`config.mk`:
```
export PLATFORM = sky130hd
export DESIGN_NAME = fifo_uart_tx
export DESIGN_NICKNAME = d
export VERILOG_FILES = /design/src/rtl/fifo_uart_tx.sv
export SDC_FILE = /design/constraint.sdc
export NUM_CORES = 1
export LEC_CHECK = 0
export BUFFER_PORTS_ARGS = -buffer_cell sky130_fd_sc_hd__buf_4
export CORE_MARGIN = 1
export CORE_UTILIZATION = 57
export DETAILED_ROUTE_END_ITERATION = 12
export PLACE_DENSITY = 0.78
export RECOVER_POWER = 100
export SYNTH_ARGS = -nofsm -noshare
export SYNTH_HDL_FRONTEND = slang
export SYNTH_SLANG_ARGS = --single-unit
```
`constraint.sdc`:
```
create_clock -name clk -period 1.9 [get_ports clk]
set_input_delay 0.38 -clock clk [delete_from_list [all_inputs] [get_ports clk]]
set_output_delay 0.38 -clock clk [all_outputs]
set_load 0.005 [all_outputs]
```
`src/rtl/fifo_uart_tx.sv`:
```
// fifo_uart_tx: pops words from the fifo read port and sends each one as a UART frame on tx
module fifo_uart_tx #(
    parameter int DATA_WIDTH   = 8,
    parameter int CLKS_PER_BIT = 16,
    parameter int PARITY       = 0,
    parameter int STOP_BITS    = 1
) (
    input  logic                  clk,
    input  logic                  reset,
    input  logic                  tx_en,
    input  logic                  rd_val,
    input  logic [DATA_WIDTH-1:0] rd_data,
    output logic                  rd_en,
    output logic                  tx,
    output logic                  busy
);
    localparam int BW = $clog2(CLKS_PER_BIT);
    localparam int NW = $clog2(DATA_WIDTH) + 1;
    localparam logic [BW-1:0] BAUD_LAST = BW'(CLKS_PER_BIT - 1);
    localparam logic [NW-1:0] DATA_LAST = NW'(DATA_WIDTH - 1);
    localparam logic [NW-1:0] STOP_LAST = NW'(STOP_BITS - 1);
    localparam logic ODD = (PARITY == 2);
    typedef enum logic [2:0] {IDLE, FETCH, START, DATA, PAR, STOP} state_t;
    state_t                state;
    logic [BW-1:0]         baud;
    logic [NW-1:0]         nbit;
    logic [DATA_WIDTH-1:0] shift;
    logic                  par_bit;
    logic                  last_clk;
    assign rd_en    = (state == IDLE) & tx_en & rd_val;
    assign last_clk = baud == BAUD_LAST;
    // frame sequencer: pop, latch word, then shift start/data/parity/stop bits out on tx
    always_ff @(posedge clk) begin
        if (!reset) begin
            state   <= IDLE;
            tx      <= 1'b1;
            busy    <= 1'b0;
            baud    <= '0;
            nbit    <= '0;
            shift   <= '0;
            par_bit <= 1'b0;
        end else begin
            case (state)
                IDLE: if (rd_en) begin
                    state <= FETCH;
                    busy  <= 1'b1;
                end
                FETCH: begin
                    shift   <= rd_data;
                    par_bit <= (^rd_data) ^ ODD;
                    state   <= START;
                    tx      <= 1'b0;
                    baud    <= '0;
                end
                START: if (last_clk) begin
                    baud  <= '0;
                    nbit  <= '0;
                    state <= DATA;
                    tx    <= shift[0];
                    shift <= shift >> 1;
                end else baud <= baud + 1'b1;
                DATA: if (last_clk) begin
                    baud <= '0;
                    if (nbit == DATA_LAST) begin
                        nbit  <= '0;
                        state <= (PARITY != 0) ? PAR : STOP;
                        tx    <= (PARITY != 0) ? par_bit : 1'b1;
                    end else begin
                        nbit  <= nbit + 1'b1;
                        tx    <= shift[0];
                        shift <= shift >> 1;
                    end
                end else baud <= baud + 1'b1;
                PAR: if (last_clk) begin
                    baud  <= '0;
                    state <= STOP;
                    tx    <= 1'b1;
                end else baud <= baud + 1'b1;
                STOP: if (last_clk) begin
                    baud <= '0;
                    if (nbit == STOP_LAST) begin
                        nbit  <= '0;
                        state <= IDLE;
                        busy  <= 1'b0;
                    end else nbit <= nbit + 1'b1;
                end else baud <= baud + 1'b1;
                default: begin
                    state <= IDLE;
                    tx    <= 1'b1;
                    busy  <= 1'b0;
                end
            endcase
        end
    end
endmodule
```
* After elaboration in Yosys (flattened, before gate mapping)
Index checks and enable logic that the tools add are counted.
** Storage, ports and cells
- Bits in registers :: 21
- Input bits :: 12
- Output and inout bits :: 3
- Logic and storage cells :: 69
** Operators by class
- Add/subtract/negate cells :: 2
- Eq/ne operators :: 15
- Multiplexer cells :: 29
- Bitwise logic cells :: 4
- Reductions and logical operators :: 13
** Operators with widths (number)
- 4-bit two-way mux :: 6
- 8-bit two-way mux :: 3
- 8-bit one-hot mux with 3 select lines :: 1
- 3-bit two-way mux :: 7
- 3-bit one-hot mux with 6 select lines :: 1
- 2-bit != test, second input constant :: 8
- 4-bit AND reduction :: 4
- 4-bit one-hot mux with 3 select lines :: 1
- 4-bit by 1-bit adder with 4-bit output, second input constant :: 2
- 4-bit one-hot mux with 2 select lines :: 1
- 4-bit OR reduction :: 2
- 1-bit two-way mux :: 7
- 7-bit AND reduction :: 1
- 3-bit by 2-bit equality test with 1-bit output, second input constant :: 2
- 3-bit equality test, second input constant :: 2
- 3-bit nonzero test :: 2
- 1-bit one-hot mux with 5 select lines :: 1
- 4-bit by 3-bit equality test with 1-bit output, second input constant :: 1
- 4-bit equality test, second input constant :: 1
- 4-bit zero test :: 1
- 3-bit by 1-bit equality test with 1-bit output, second input constant :: 1
- 3-bit zero test :: 1
- 1-bit one-hot mux with 3 select lines :: 1
- 1-bit AND :: 2
- 3 further kinds :: 4

* Depth between registers and ports, before layout
- Depth in word-level cells :: 5
- Depth in mapped cells :: 6
- Gate-level depth less buffers :: 6

* Worst setup path after synthesis
OpenSTA, ideal clock, no wires.
- Kind :: register to register
- From :: register baud[1]
- To :: register nbit[3]
- Library setup time :: 0.074 ns
- Arrival time :: 1.631 ns
- Required time :: 1.826 ns
- Setup slack :: 0.195 ns
- Stages on the path, launching flop included :: 7
- Path buffers :: 1
- Clock period less this slack :: 1.705 ns
- Path through :: dfxtp_1 -> ha_1 -> and3_1 -> buf_6 -> o21ai_4 -> or4b_1 -> a31oi_1
** On the way
- Cells in the longest elaborated chain, start to end :: 3
- Elaborated cells between the ends (all ways) :: 5
- Those cells by class :: eq/ne: 4; reduce/logical: 1
** Ends and longest elaborated chain
- start, declared :: line 25 : logic [BW-1:0] baud;
- start signal, assigned :: line 61 : end else baud <= baud + 1'b1;
- start signal, assigned :: line 73 : end else baud <= baud + 1'b1;
- start signal, assigned :: line 78 : end else baud <= baud + 1'b1;
- 4-bit equality test (*) :: line 31 : assign last_clk = baud == BAUD_LAST;
- 2-bit != test (no line)
- 4-bit AND reduction (no line) (*)
- end signal, assigned :: line 69 : nbit <= nbit + 1'b1;
- end signal, assigned :: line 85 : end else nbit <= nbit + 1'b1;
- end, declared :: line 26 : logic [NW-1:0] nbit;
Mark *: on every way between the ends. The rest lies on a longest branch, timed or not.
A chain may end at the register's enable or synchronous reset.

* Worst setup path in the final report
- From :: register nbit[0]
- To :: register nbit[3]
** On the way
- Cells in the longest elaborated chain, start to end :: 4
- Elaborated cells between the ends (all ways) :: 8
- Those cells by class :: add/sub: 1; eq/ne: 1; mux: 5; reduce/logical: 1
** Ends and longest elaborated chain
- 4-bit by 1-bit adder with 4-bit output (tied with other cells) :: line 69, 85
- 4-bit two-way mux, on equally long branches :: line 81, 64
- 4-bit two-way mux, on equally long branches :: line 79, 62
- 4-bit one-hot mux with 3 select lines (*) :: line 43 : case (state)
Mark *: on every way between the ends. The rest lies on a longest branch, timed or not. The select of a mux whose other input is x is not followed.

==> metrics <==
Pre-antenna DRT Iters=4; Die X=50.1 µm; largest net degree at the start of global routing=16; Post-DRT Antenna Nets=0; clock share of power=13.8%; Wirelength per Cell=14.7 µm; Die Area=0.00251 mm²; max_cap viols=0; delay-heaviest family, CP=simple AND/OR/NAND/NOR gates; period utilization=95.9%; Inserted Diodes=0; Gate power share=45.2%; flops & latches, synth=21; met3 usage=3.64%; sequential power share=41.0%; Distinct cells, synth=51; Final #Nets=185; first-pass GRT wire length=4750 µm; TritonCTS buffer count=3; EDFF count, synth=0; FP Rows=17; Psw=0.000624 W; Seq/Total Area, Yosys=31.8%; met1 Use GR=31.1%; power per cell area=1080 mW/mm²; commonest non-fill, non-tap cells in the layout=20 x nand2_1, 18 x buf_4, 16 x dfxtp_1, 12 x nor2_1, 8 x a311oi_1; CP Data Required Time=2.13 ns; RSZ-0062 raised after global routing=false; Hold Slack=0.340 ns; mean post-synth cell area=8.52 µm²; global route hottest layer=met2; synth warn=0; Synthesized Nets=170; post-layout util=67.9%; Cells after Synth=155; clock skew=0.0104 ns; Slowest Stage Delay on Critical Path=0.48 ns; relative slew slack=69.9%; core area=0.00219 mm²; setup_tns=0 ns; TritonCTS clock tree=built; final wirelength=2910 µm; post-route cell area=0.00149 mm²; crit-path max FO=7; CP Cell Sequence=ha_1 > and3b_1 > o22ai_2 > or4b_1 > a31oi_1; gpl congestion=0.822; port bufs=14; storage element area=427 µm²; total number of H-tree levels=1; detailed-placement wirelength estimate=2150 µm; outcome=finished, final reports clean; WS Path Type=register to register; Worst-Margin Slew=0.451 ns; Pwr Total=0.00161 W; Peak VDD IR=921 µV; vias in the first global route=1,105; final slew viol count=0; Initial Utilization=60.3%; Max Root-Sink Buffers=2; footprint of the multi-input gates=806 µm²; CTS Sinks=21; final hold viol count=0; DRC violations left=0; fin crit period=1.82 ns; Root Buffer=clkbuf_4; setup violators final=0; worst hold path class=input pin to register; placed inst area=0.00145 mm²; Clock transition at path regs=0.13 ns; DIE HEIGHT=50.1 µm; IO Pins=15; antenna violations before repair=0; Worst Path Buf+Inv=0; FILL cells=184; Internal Power=0.000983 W; total global routing overflow=0; global-route usage over all layers=24.6%; Iter 0 DRT Violations=50; met2 Usage GRT=42.4%; crit end category=register; Via density=6.30; Via Count=1,242; layout cells sized above 1=23.7%; clk_lat worst skew=0.31 ns; area of the mapped netlist=0.00132 mm²; Lkg Pwr=0.552 nW; fraction of registers with async set/reset=0%; slowest CP cell=or4b_1; Max Clock Freq=0.549 GHz; synthesis-to-finish area growth=12.6%; Data arrival, critical path=2.06 ns; main flop type after synthesis=dfxtp_1; Net Sw Frac=38.8%; Startpoint Class=register; most common cell after layout, fill and taps aside=nand2_1
-- sequential cells by signal, indices dropped and copies added (netlist names) --
name   count
nbit       4
shift      8
baud       4
tx         1
busy       1
state      3
-- routing by layer --
metal	vias up	part of all wire, %	wire, µm
met5	-	0	0
met3	2	4.0	115
met1	592	45	1300
met2	42	51	1480
met4	0	0.31	9
li1	606	-	-
-- cells in the mapped netlist, types with 3 or more instances --
cell	number	area, µm²
nand2_1	20	75.1
o21a_1	3	22.5
ha_1	3	37.5
nor2_1	12	45.0
a21oi_1	7	35.0
dfxtp_1	21	420
a311oi_1	8	70.1
buf_2	4	20.0
nand2b_1	3	18.8
nand3_1	6	30.0
o21ai_0	4	20.0
clkbuf_1	4	15.0
a31oi_1	4	25.0
buf_6	3	33.8
nor2b_1	4	25.0
inv_1	5	18.8
-- power by group through the flow --
stage | Sequential (W) | Combinational (W) | Clock, W
2_1_floorplan | 0.000616 | 0.000591 | 0
3_3_place_gp | 0.000661 | 0.000697 | 0
3_5_place_dp | 0.000665 | 0.000724 | 0
4_1_cts | 0.000654 | 0.000727 | 0.000229
5_1_grt | 0.000676 | 0.000808 | 0.000247
6_report | 0.000659 | 0.000726 | 0.000222
-- stage by stage --
step	setup WS (ns)	cells
floorplan	0.195	155
global placement	0.177	192
detailed placement	0.127	192
CTS	0.0701	196
global route	0.00689	197
finish	0.0780	197
-- worst register-to-register path: cells and delay by family, from the launching register on --
family,cells,cell delay (ns)
and+or+nand+nor,2,0.72
AOI/OAI and AO/OA,2,0.45
DFF,1,0.36
adders and majority gates,1,0.22
-- path summary, 6_finish.rpt --
kind               from       end  slack (ns)  depth (start not counted)
max             nbit[0]   nbit[3]        0.08                          5
min          rd_data[5]  shift[5]        0.34                          3
max reg2reg     nbit[0]   nbit[3]        0.08                          5
min reg2reg    shift[4]  shift[3]        0.49                          2
-- cell families (layout without fill, tap and decap cells) --
family | count (synthesis) | count (layout) | synth area share, %
AOI/OAI and AO/OA | 48 | 48 | 29.7
adders and majority gates | 4 | 4 | 3.60
buffers and inverters | 17 | 31 | 7.20
DFF | 21 | 21 | 31.8
muxes | 2 | 2 | 2.46
and+or+nand+nor | 63 | 63 | 25.2
-- repair_timing --
action,in CTS,in global routing
setup endpoints to repair,0,3
gates resized for setup,0,5
hold buffers,0,0
setup buffers,0,1
endpoints found under the hold margin,0,0
-- final cells by class --
type                       count  area share (%)
clock inverter                 1           0.336
multi-input combinational    117            54.2
tap                           28            2.35
timing repair buffer          22            11.7
clock buffer                   3            1.51
sequential                    21            28.7
inverter                       5            1.26
Power figures use the tool's default switching activity.
